$ cat config.mk
export PLATFORM = sky130hd
export DESIGN_NAME = k12a_lcd_controller
export DESIGN_NICKNAME = d
export VERILOG_FILES = /design/src/rtl/k12a_lcd_pkg.sv /design/src/rtl/k12a_lcd_timer.sv /design/src/rtl/k12a_lcd_controller.sv
export SDC_FILE = /design/constraint.sdc
export NUM_CORES = 1
export LEC_CHECK = 0
export ABC_AREA = 1
export CORE_UTILIZATION = 45
export CTS_BUF_LIST = sky130_fd_sc_hd__clkbuf_16
export DETAILED_ROUTE_END_ITERATION = 16
export PLACE_DENSITY = 0.66
export SLEW_MARGIN = 15
export SYNTH_ARGS = -nofsm -noshare
export SYNTH_HDL_FRONTEND = slang
export SYNTH_SLANG_ARGS = --single-unit
$ cat constraint.sdc
create_clock -name cpu_clock -period 4.8 [get_ports cpu_clock]
set_input_delay 1.44 -clock cpu_clock [delete_from_list [all_inputs] [get_ports cpu_clock]]
set_output_delay 1.44 -clock cpu_clock [all_outputs]
set_load 0.1 [all_outputs]
$ cat src/rtl/k12a_lcd_pkg.sv
// k12a_lcd_pkg
//   Shared definitions for the k12a character-LCD write sequencer:
//   controller state encoding, HD44780 command bytes, the power-up
//   initialisation ROM and small helper functions.
package k12a_lcd_pkg;

  typedef enum logic [2:0] {
    ST_POWERUP,
    ST_INIT,
    ST_IDLE,
    ST_SETUP,
    ST_PULSE,
    ST_HOLD,
    ST_EXEC
  } lcd_state_e;

  localparam logic [7:0] LCD_CLEAR        = 8'h01;
  localparam logic [7:0] LCD_HOME         = 8'h02;
  localparam logic [7:0] LCD_FUNCSET_8B2L = 8'h38;
  localparam logic [7:0] LCD_DISP_ON      = 8'h0C;
  localparam logic [7:0] LCD_ENTRY_INC    = 8'h06;

  localparam int INIT_LEN = 4;

  // Sent in order after power-up: 8-bit/2-line, display on, clear, entry mode.
  localparam logic [7:0] INIT_ROM [INIT_LEN] = '{
    LCD_FUNCSET_8B2L, LCD_DISP_ON, LCD_CLEAR, LCD_ENTRY_INC
  };

  // Clear and home are the only instructions with a long execution time.
  function automatic logic is_long_cmd(input logic rs, input logic [7:0] data);
    return !rs && ((data == LCD_CLEAR) || (data == LCD_HOME));
  endfunction

  function automatic int max_int(input int a, input int b);
    return (a > b) ? a : b;
  endfunction

endpackage

$ cat src/rtl/k12a_lcd_timer.sv
// k12a_lcd_timer
//   Loadable down-counter that saturates at zero.
//   Ports:
//     clk_i    clock
//     rst_i    asynchronous active-high reset (counter returns to RST_VAL)
//     load_i   load value_i this cycle (takes priority over counting)
//     value_i  value to load
//     zero_o   counter currently holds zero
module k12a_lcd_timer #(
  parameter int             W       = 20,
  parameter logic [W-1:0]   RST_VAL = '0
) (
  input  logic         clk_i,
  input  logic         rst_i,
  input  logic         load_i,
  input  logic [W-1:0] value_i,
  output logic         zero_o
);

  logic [W-1:0] cnt_q;
  logic [W-1:0] cnt_d;

  always_comb begin
    cnt_d = cnt_q;
    if (load_i) begin
      cnt_d = value_i;
    end else if (cnt_q != '0) begin
      cnt_d = cnt_q - W'(1);
    end
  end

  always_ff @(posedge clk_i or posedge rst_i) begin
    if (rst_i) begin
      cnt_q <= RST_VAL;
    end else begin
      cnt_q <= cnt_d;
    end
  end

  assign zero_o = (cnt_q == '0);

endmodule

$ cat src/rtl/k12a_lcd_controller.sv
// k12a_lcd_controller
//   Drives an HD44780-style character LCD. After reset it waits out the
//   panel power-up time, sends the four-entry init sequence, then accepts
//   instruction/data byte writes over a valid/ready handshake. Every write
//   gets a setup / enable-pulse / hold cycle followed by the LCD execution
//   wait before the next write is accepted.
//   Ports:
//     cpu_clock  system clock
//     reset      asynchronous active-high reset
//     req_valid  requester has a write pending
//     req_ready  write accepted this cycle (only in IDLE)
//     req_rs     0 = instruction, 1 = data
//     req_data   byte to write
//     lcd_rs     LCD register select (registered)
//     lcd_rw     always 0, write only
//     lcd_en     LCD enable strobe
//     lcd_data   LCD data bus (registered)
//     busy       controller not idle
//     init_done  sticky, set once the init sequence has completed
module k12a_lcd_controller
  import k12a_lcd_pkg::*;
#(
  parameter int SETUP_CYCLES   = 2,
  parameter int PULSE_CYCLES   = 4,
  parameter int HOLD_CYCLES    = 2,
  parameter int EXEC_CYCLES    = 2000,
  parameter int CLEAR_CYCLES   = 80000,
  parameter int POWERUP_CYCLES = 800000
) (
  input  logic       cpu_clock,
  input  logic       reset,
  input  logic       req_valid,
  output logic       req_ready,
  input  logic       req_rs,
  input  logic [7:0] req_data,
  output logic       lcd_rs,
  output logic       lcd_rw,
  output logic       lcd_en,
  output logic [7:0] lcd_data,
  output logic       busy,
  output logic       init_done
);

  localparam int MAX_CYC = max_int(max_int(max_int(SETUP_CYCLES, PULSE_CYCLES),
                                           max_int(HOLD_CYCLES, EXEC_CYCLES)),
                                   max_int(CLEAR_CYCLES, POWERUP_CYCLES));
  localparam int CNT_W = (MAX_CYC > 1) ? $clog2(MAX_CYC) : 1;

  // Every phase lasting N cycles loads N-1 on entry and leaves when the timer hits zero.
  localparam logic [CNT_W-1:0] SETUP_LD   = CNT_W'(SETUP_CYCLES - 1);
  localparam logic [CNT_W-1:0] PULSE_LD   = CNT_W'(PULSE_CYCLES - 1);
  localparam logic [CNT_W-1:0] HOLD_LD    = CNT_W'(HOLD_CYCLES - 1);
  localparam logic [CNT_W-1:0] EXEC_LD    = CNT_W'(EXEC_CYCLES - 1);
  localparam logic [CNT_W-1:0] CLEAR_LD   = CNT_W'(CLEAR_CYCLES - 1);
  localparam logic [CNT_W-1:0] POWERUP_LD = CNT_W'(POWERUP_CYCLES - 1);
  localparam logic [1:0]       LAST_IDX   = 2'(INIT_LEN - 1);

  lcd_state_e       state_q, state_d;
  logic [1:0]       idx_q, idx_d;
  logic             init_done_q, init_done_d;
  logic             rs_q, rs_d;
  logic [7:0]       data_q, data_d;
  logic             tmr_load;
  logic [CNT_W-1:0] tmr_val;
  logic             tmr_zero;

  // The timer comes out of reset already holding the power-up count,
  // so POWERUP needs no entry load.
  k12a_lcd_timer #(
    .W       (CNT_W),
    .RST_VAL (POWERUP_LD)
  ) u_timer (
    .clk_i   (cpu_clock),
    .rst_i   (reset),
    .load_i  (tmr_load),
    .value_i (tmr_val),
    .zero_o  (tmr_zero)
  );

  always_comb begin
    state_d     = state_q;
    idx_d       = idx_q;
    init_done_d = init_done_q;
    rs_d        = rs_q;
    data_d      = data_q;
    tmr_load    = 1'b0;
    tmr_val     = '0;
    unique case (state_q)
      ST_POWERUP: begin
        if (tmr_zero) state_d = ST_INIT;
      end
      ST_INIT: begin
        rs_d     = 1'b0;
        data_d   = INIT_ROM[idx_q];
        state_d  = ST_SETUP;
        tmr_load = 1'b1;
        tmr_val  = SETUP_LD;
      end
      ST_IDLE: begin
        if (req_valid) begin
          rs_d     = req_rs;
          data_d   = req_data;
          state_d  = ST_SETUP;
          tmr_load = 1'b1;
          tmr_val  = SETUP_LD;
        end
      end
      ST_SETUP: begin
        if (tmr_zero) begin
          state_d  = ST_PULSE;
          tmr_load = 1'b1;
          tmr_val  = PULSE_LD;
        end
      end
      ST_PULSE: begin
        if (tmr_zero) begin
          state_d  = ST_HOLD;
          tmr_load = 1'b1;
          tmr_val  = HOLD_LD;
        end
      end
      ST_HOLD: begin
        if (tmr_zero) begin
          state_d  = ST_EXEC;
          tmr_load = 1'b1;
          tmr_val  = is_long_cmd(rs_q, data_q) ? CLEAR_LD : EXEC_LD;
        end
      end
      ST_EXEC: begin
        if (tmr_zero) begin
          if (!init_done_q && (idx_q != LAST_IDX)) begin
            idx_d   = idx_q + 2'd1;
            state_d = ST_INIT;
          end else begin
            // Index parks at the last entry, so this re-asserts harmlessly later.
            if (idx_q == LAST_IDX) init_done_d = 1'b1;
            state_d = ST_IDLE;
          end
        end
      end
      default: state_d = ST_POWERUP;
    endcase
  end

  always_ff @(posedge cpu_clock or posedge reset) begin
    if (reset) begin
      state_q     <= ST_POWERUP;
      idx_q       <= 2'd0;
      init_done_q <= 1'b0;
      rs_q        <= 1'b0;
      data_q      <= 8'h00;
    end else begin
      state_q     <= state_d;
      idx_q       <= idx_d;
      init_done_q <= init_done_d;
      rs_q        <= rs_d;
      data_q      <= data_d;
    end
  end

  // Enable decodes straight from the state register so reset kills it at once.
  assign lcd_en    = (state_q == ST_PULSE);
  assign req_ready = (state_q == ST_IDLE);
  assign busy      = (state_q != ST_IDLE);
  assign lcd_rw    = 1'b0;
  assign lcd_rs    = rs_q;
  assign lcd_data  = data_q;
  assign init_done = init_done_q;

endmodule

; ---- Yosys cells after proc, flatten, opt, wreduce, memory -nomap -nowiden
; Cells that the tools add are included.
[op_classes]
mux = 26
reduce_logical = 15
order_cmp = 1
add_sub_neg = 2
n_eq_ne = 17
bitwise = 2
[op_table]
columns = operator, count
row1 = 17-bit case mux with 5 select lines, 1
row2 = 20-bit two-way mux, 2
row3 = 17-bit two-way mux, 2
row4 = 8-bit two-way mux, 3
row5 = 3-bit case mux with 7 select lines, 1
row6 = 20-bit logical NOT, 1
row7 = 20-bit nonzero test, 1
row8 = "20-bit by 1-bit subtractor with 20-bit output, second input constant", 1
row9 = 3-bit two-way mux, 6
row10 = 8-bit binary-select mux with 2-bit select, 1
row11 = 8-bit case mux with 2 select lines, 1
row12 = "2-bit inequality test, second input constant", 6
row13 = "3-bit equality test, second input constant", 3
row14 = "8-bit by 1-bit equality test with 1-bit output, second input constant", 1
row15 = "8-bit by 2-bit equality test with 1-bit output, second input constant", 1
row16 = "3-bit by 2-bit equality test with 1-bit output, second input constant", 2
row17 = 6-bit AND reduction, 1
row18 = 1-bit two-way mux, 5
row19 = 2-bit two-way mux, 2
row20 = 4-bit AND reduction, 1
row21 = 2-bit nonzero test, 2
row22 = "3-bit by 1-bit equality test with 1-bit output, second input constant", 1
row23 = "3-bit greater-or-equal comparator, second input constant", 1
row24 = 3-bit logical NOT, 1
row25 = other kinds (14), 16
[totals]
input_bits = 12
output_inout_bits = 14
elab_cells = 69
register_bits = 35

; ---- Logic depth before layout (Yosys ltp)
; Gate-level depths: netlist of run 1.
[logic_depth]
depth_word = 7
depth_mapped = 11
mapped_depth_nobuf = 11

; ---- Modules after synthesis
; From an unflattened synthesis of run 1, not the netlist that was laid out.
[unflattened]
hier_cells = 314
hier_area_um2 = 2337.2
[by_module_without_submodules]
columns = mod, area_per_inst_um2, seq_area_each_um2, cells_each, n_inst
row1 = k12a_lcd_timer, 1405.1, 516.7, 183, 1
row2 = k12a_lcd_controller, 932.1, 375.4, 131, 1

; ---- Least setup slack after synthesis of run 1
; OpenSTA, ideal clock, no wires.
[synth_timing]
path_kind = register to output
from = register state_q[1]
to = output port req_ready
setup_slack_ns = 0.946
stages_incl_launch_ff = 5
required_ns = 3.360
path_buffers = 0
arrival_ns = 2.414
cell_sequence = dfrtp_1 -> inv_1 -> nor2_2 -> nand2_1 -> clkinv_1
[synth_via]
elab_chain_cells = 1
[synth_rtl]
columns = item, line_no
row1 = from (decl), k12a_lcd_controller.sv:58  ; lcd_state_e state_q, state_d;
row2 = from (signal assigned), k12a_lcd_controller.sv:153  ; state_q <= state_d;
row3 = 3-bit by 2-bit equality test with 1-bit output, k12a_lcd_controller.sv:163  ; assign req_ready = (state_q == ST_IDLE);
row4 = to (decl), k12a_lcd_controller.sv:33  ; output logic req_ready,
; Every way passes these cells.

; ---- Worst setup path in the final report of run 1
[layout_timing]
from = register state_q[2]
to = output port busy
[layout_via]
elab_chain_cells = 1
[layout_rtl]
columns = item, line_no
row1 = 3-bit by 2-bit inequality test with 1-bit output, k12a_lcd_controller.sv:164  ; assign busy = (state_q != ST_IDLE);
row2 = to (decl), k12a_lcd_controller.sv:40  ; output logic busy,
; Every way passes these cells.

==> flow_metrics.py, run 1 <==
metrics = {
    "pwr": {
        "leakagePower_nw": 1.205,
        "vdd_drop_max_v": 0.0001752,
        "pwr_density_cell_nw_per_um2": 233.0,
    },
    "min_path": {
        "worstHoldEndpoint": "init_done",
        "hold_path.class": "flip-flop to flip-flop",
        "hold_path_startpoint": "init_done",
        "hold_depth": 2,
    },
    "timing": {
        "max_freq_ghz": 0.2662,
        "drv_slew": 0,
        "setup_tns_ns": 0,
        "fin_worst_skew_ns": 0.004715,
        "fin_ws_ns": 1.044,
        "fin_crit_ns": 3.756,
        "worst_pin_slew_ns": 0.9816,
        "final.period_utilization_pct": 78.25,
        "hold_viol": 0,
        "slew_headroom_pct": 34.36,
        "setup_viol": 0,
        "rsz0062_at_grt": "no",
    },
    "cells_and_area": {
        "nNetsFinal": 349,
        "multi_input_area_sq_um": 1145,
        "final_core_util_pct": 55.95,
        "antenna_cells": 0,
        "n_fill_cell": 446,
        "seqCellArea_sq_um": 892.1,
        "syn_to_final_growth_pct": 19.52,
        "drive_gt1_share_pct": 12.91,
    },
    "drt": {
        "wire_per_inst_um": 12.20,
        "drt_pass1_iterations": 4,
        "viasPerCell": 4.878,
        "dr.first_iter.drc_count": 105,
        "ant_nets": 0,
        "vias": 1951,
        "drt_wl_total_um": 4878,
        "drc": 0,
    },
    "clock_network": {
        "cts-root-buf": "clkbuf_16",
        "clock_path_buffers": 2,
        "cts_made_buffers": 5,
        "htreeDepth": 2,
        "hold_buffers": 0,
        "clk_pin_slew_ns": 0.05,
        "post_cts_buffers": 0,
        "cts_resized": 0,
        "clk_latency_ns": 0.28,
        "cts_tree": "yes",
        "cts_num_sinks": 35,
    },
    "job": {
        "drv_cap": 0,
    },
    "setup_path": {
        "crit_family": "buffers and inverters",
        "max_stage_delay_ns": 1.20,
        "r2r_end": "u_timer.cnt_q[16]",
        "arrival_ns": 2.32,
        "start_kind": "flip-flop",
        "cp.buffers_inverters": 2,
        "worstPathCellList": "inv_2 > nand2_1 > clkdlybuf4s50_1",
        "end_kind": "output pin",
        "critPathMaxFanout": 10,
        "r2r_start": "u_timer.cnt_q[0]",
        "r2r_cells": 7,
        "critical_path_class": "flip-flop to output pin",
        "rrSetupSlack_ns": 2.82,
        "critPathSlowestCell": "clkdlybuf4s50_1",
        "critPathRequiredTime_ns": 3.36,
    },
    "global_routing": {
        "grt_max_degree": 36,
        "use_met2_pct": 37.18,
        "track_usage_pct": 21.59,
        "grt_pass1_wl_um": 8763,
        "met1_usage_pct": 27.24,
        "grt_pass1_vias": 1949,
        "busiest_layer": "met2",
        "grt.overflow.total": 0,
        "antenna_found_initial": 0,
        "met3_usage_pct": 4.861,
    },
    "status": {
        "status": "finished clean",
    },
    "die": {
        "ioPinCount": 26,
        "die_width_um": 72.10,
        "core.rowCount": 25,
        "core_area_sq_um": 4723,
        "die_height_um": 72.10,
        "die_area_sq_um": 5198,
        "start_util_pct": 46.81,
    },
    "logic_synthesis": {
        "syn_area_per_cell_sq_um": 7.249,
        "synthCells": 305,
        "synth_nets": 322,
        "yosysWarnings": 0,
        "yosys_register_bits": 35,
        "yosysSeqAreaShare_pct": 40.35,
        "synth_cell_type_count": 34,
        "synth.cell_area_sq_um": 2211,
    },
    "placement": {
        "dp_slack_ns": 1.360,
        "place.gp.congestion": 0.9244,
        "io_buffers": 24,
        "place_hpwl_um": 3677,
    },
}
==> final cells by class <==
class                      instances  share of cell area, %
clock buffer                       5                  4.735
inverter                          37                  5.256
timing repair buffer              25                  9.280
multi-input combinational        228                  43.32
tap                               67                  3.172
clock inverter                     3                 0.4735
sequential                        35                  33.76
==> worst max path at each step <==
stage / startpoint / to / slack [ns] / cells past startpoint
after global routing: state_q[1] / busy / 0.94 / 4
after CTS: state_q[2] / busy / 1.06 / 3
after floorplan: state_q[1] / req_ready / 0.95 / 4
final: state_q[2] / busy / 1.04 / 3
after global placement: state_q[2] / busy / 1.39 / 3
after detailed placement: state_q[2] / busy / 1.36 / 3
==> stage by stage <==
step / hold WS, ns / area, sq um / std cells / power, mW
final: 0.5168 / 2643 / 400 / 0.6158
after CTS: 0.5212 / 2643 / 400 / 0.6267
after floorplan: 0.4966 / 2211 / 305 / 0.3088
after detailed placement: 0.5080 / 2505 / 392 / 0.3203
after global routing: 0.5542 / 2643 / 400 / 0.6399
after global placement: 0.5049 / 2505 / 392 / 0.3202
==> power breakdown <==
| group | total [mW] | switching (mW) | leakage, nW | internal, mW |
|---|---|---|---|---|
| combinational | 0.0192 | 0.0109 | 0.733 | 0.00834 |
| sequential | 0.296 | 0 | 0.397 | 0.296 |
| clock | 0.301 | 0.113 | 0.0762 | 0.187 |
| total | 0.616 | 0.124 | 1.21 | 0.491 |
==> kinds of logic after synthesis <==
kind of cell	after synthesis	share of synthesized area (%)
AO/OA/AOI/OAI	36	8.772
XOR/XNOR	10	3.962
adder cells (fa/ha/maj)	5	2.830
buffers and inverters	42	7.866
flip-flops	35	40.35
other	1	0.1696
AND/OR/NAND/NOR	176	36.05
==> flip-flops by register name, indices dropped and copies added, names as in the netlist <==
name / flops
init_done: 1
idx_q: 2
state_q: 3
u_timer.cnt_q: 20
lcd_rs: 1
lcd_data: 8
==> metal layers <==
layer	up-vias	routed length, um
met4	0	54
met5	-	0
met2	33	2394
li1	1012	-
met3	6	208
met1	900	2220
==> placed cells by master (no fill, tap or decap), types with 2 or more instances in the layout <==
cell,synthesis,layout
nor3_1,2,2
nand2_4,2,2
inv_1,33,35
buf_4,2,2
dfstp_2,13,13
clkbuf_16,0,5
a21oi_1,16,16
nand3b_1,4,4
nand2_1,87,87
nand4_1,2,2
dfrtp_1,22,22
ha_1,5,5
nor2_2,7,7
o21ai_0,11,11
clkdlybuf4s50_1,0,23
nand3_2,3,3
a31oi_1,4,4
nand3_1,20,20
inv_2,3,3
xor2_1,9,9
nand2_2,4,4
nor2_1,42,42
==> cell usage after synthesis <==
cell type / instances / area [sq um]
inv_2: 3 / 11.26
ha_1: 5 / 62.56
o22ai_1: 1 / 6.260
inv_1: 33 / 123.9
nand2_2: 4 / 25.02
nand3b_1: 4 / 30.03
nand2_1: 87 / 326.6
xor2_1: 9 / 78.83
xnor2_1: 1 / 8.760
nor2_2: 7 / 43.79
nor3_2: 1 / 10.01
buf_2: 1 / 5.000
o211ai_1: 1 / 7.510
nand3_4: 1 / 17.52
buf_4: 2 / 15.01
nand4_1: 2 / 12.51
clkinv_1: 1 / 3.750
nor2_1: 42 / 157.7
conb_1: 1 / 3.750
nor3_1: 2 / 10.01
nor2_4: 1 / 11.26
nand3_2: 3 / 30.03
nand3_1: 20 / 100.1
dfstp_2: 13 / 341.6
buf_6: 1 / 11.26
clkbuf_1: 1 / 3.750
o31ai_1: 1 / 7.510
a21oi_1: 16 / 80.08
a31oi_1: 4 / 25.02
dfrtp_1: 22 / 550.5
nand2_4: 2 / 22.52
o21ai_0: 11 / 55.05
o21ai_1: 1 / 5.000
o21bai_1: 1 / 7.510
==> worst min-delay path, cell delays in order, from the launching register on <==
cell	delay [ns]
dfrtp_1	0.34
inv_1	0.07
o31ai_1	0.07
No activity file was read; power rests on OpenSTA's default activity.
==> run 2: changes to the inputs <==
==> constraint.sdc (replaced) <==
create_clock -name cpu_clock -period 3.8 [get_ports cpu_clock]
set_input_delay 1.14 -clock cpu_clock [delete_from_list [all_inputs] [get_ports cpu_clock]]
set_output_delay 1.14 -clock cpu_clock [all_outputs]
set_load 0.1 [all_outputs]
==> flow_metrics.py, run 2 (same netlist as run 1, synthesis figures left out) <==
metrics = {
    "global_routing": {
        "grt.overflow.total": 0,
        "grt_pass1_vias": 1884,
        "grt_max_degree": 36,
        "track_usage_pct": 20.84,
        "antenna_found_initial": 0,
        "grt_pass1_wl_um": 8362,
    },
    "clock_network": {
        "hold_buffers": 0,
        "post_cts_buffers": 0,
        "htreeDepth": 2,
        "cts_tree": "yes",
        "clk_pin_slew_ns": 0.06,
        "cts_num_sinks": 35,
        "cts-root-buf": "clkbuf_16",
        "cts_made_buffers": 5,
        "cts_resized": 0,
        "clock_path_buffers": 2,
        "clk_latency_ns": 0.28,
    },
    "timing": {
        "rsz0062_at_grt": "no",
        "max_freq_ghz": 0.3528,
        "worst_pin_slew_ns": 0.7604,
        "fin_crit_ns": 2.835,
        "slew_headroom_pct": 49.03,
        "final.period_utilization_pct": 74.60,
        "setup_tns_ns": 0,
        "hold_viol": 0,
        "drv_slew": 0,
        "fin_worst_skew_ns": 0.003521,
        "fin_ws_ns": 0.9653,
        "setup_viol": 0,
    },
    "placement": {
        "dp_cells": 392,
        "place.gp.congestion": 0.8366,
        "dp_slack_ns": 0.9466,
        "place_hpwl_um": 3595,
        "io_buffers": 24,
    },
    "cells_and_area": {
        "final_cells": 400,
        "final_cell_mix": "87 x nand2_1, 42 x nor2_1, 34 x inv_1, 22 x dfrtp_1, 20 x nand3_1",
        "antenna_cells": 0,
        "drive_gt1_share_pct": 16.82,
        "nNetsFinal": 349,
        "final_common_cell": "nand2_1",
        "syn_to_final_growth_pct": 18.34,
        "largest_register": "u_timer.cnt_q",
        "largest_register_ffs": 20,
    },
    "status": {
        "status": "finished clean",
    },
    "setup_path": {
        "start_kind": "flip-flop",
        "critPathMaxFanout": 10,
        "worstPathCellList": "inv_2 > nand2_1 > clkinv_1 > buf_4",
        "max_stage_delay_ns": 0.49,
        "cp.buffers_inverters": 3,
        "crit_family": "buffers and inverters",
        "critPathRequiredTime_ns": 2.66,
        "end_kind": "output pin",
        "critical_path_class": "flip-flop to output pin",
        "critPathSlowestCell": "dfrtp_1",
        "arrival_ns": 1.69,
    },
    "drt": {
        "viasPerCell": 4.878,
        "vias": 1951,
        "ant_nets": 0,
        "wire_per_inst_um": 12.25,
        "drc": 0,
        "drt_pass1_iterations": 4,
        "dr.first_iter.drc_count": 100,
        "drt_wl_total_um": 4901,
    },
    "pwr": {
        "vdd_drop_max_v": 0.0002405,
        "leakagePower_nw": 1.211,
        "pwr_density_cell_nw_per_um2": 303.9,
        "totalPowerFinal_mw": 0.7950,
    },
    "die": {
        "start_util_pct": 46.81,
        "die_area_sq_um": 5198,
        "core.rowCount": 25,
        "ioPinCount": 26,
        "core_area_sq_um": 4723,
        "die_width_um": 72.10,
        "die_height_um": 72.10,
    },
    "job": {
        "drv_cap": 0,
    },
    "min_path": {
        "hold_path.class": "flip-flop to flip-flop",
    },
}
## run 2: cell types whose count changed in the layout (fill, tap and decap cells not counted)
cell / delta
inv_1: -1
clkinvlp_4: +1
buf_4: +12
clkdlybuf4s50_1: -12
## run 2: per-layer routing
metal | up-vias | share of wire (%) | GRT usage, %
li1 | 1014 | - | -
met1 | 900 | 46 | 25.65
met2 | 35 | 51 | 37.59
met3 | 2 | 2.6 | 4.167
met4 | 0 | 0.73 | 4.575
met5 | - | 0 | 0
## run 2: stage by stage
stage / area [sq um] / util, % / hold slack, ns
after floorplan: 2211 / - / 0.4966
after global placement: 2475 / 52.40 / 0.4940
after detailed placement: 2475 / 52.40 / 0.5002
after CTS: 2616 / 55.39 / 0.5133
after global routing: 2616 / 55.39 / 0.5572
final: 2616 / 55.39 / 0.5035
## run 2: final timing paths
check                      cells past startpoint           endpoint  slack (ns)         startpoint
min in group asynchronous                      3  u_timer.cnt_q[16]        1.26              reset
max in group asynchronous                      3  u_timer.cnt_q[18]        2.20              reset
max                                            4          req_ready        0.97         state_q[2]
max reg2reg                                    6  u_timer.cnt_q[16]        1.82  u_timer.cnt_q[13]
min reg2reg                                    2          init_done        0.50          init_done
min                                            2          init_done        0.50          init_done
## run 2: layout make-up
type,count,area (sq um)
Multi-Input combinational cell,228,1145
Fill cell,454,2107
Inverter,37,138.9
Tap cell,67,83.83
Clock inverter,3,16.27
Clock buffer,5,125.1
Timing Repair Buffer,25,215.2
Sequential cell,35,892.1
## run 2: report_power, final
group          total, mW  internal [mW]  switching (mW)  leakage (nW)
Combinational     0.0240         0.0105          0.0135         0.743
Clock              0.397          0.239           0.158        0.0710
Sequential         0.374          0.374               0         0.397
Total              0.795          0.623           0.172          1.21
## run 2: worst register-to-register path, delay by kind of cell, from the launching register on
kind | cells | cell delay [ns]
AOI/OAI and AO/OA | 1 | 0.09
DFF | 1 | 0.37
and+or+nand+nor | 5 | 1.37
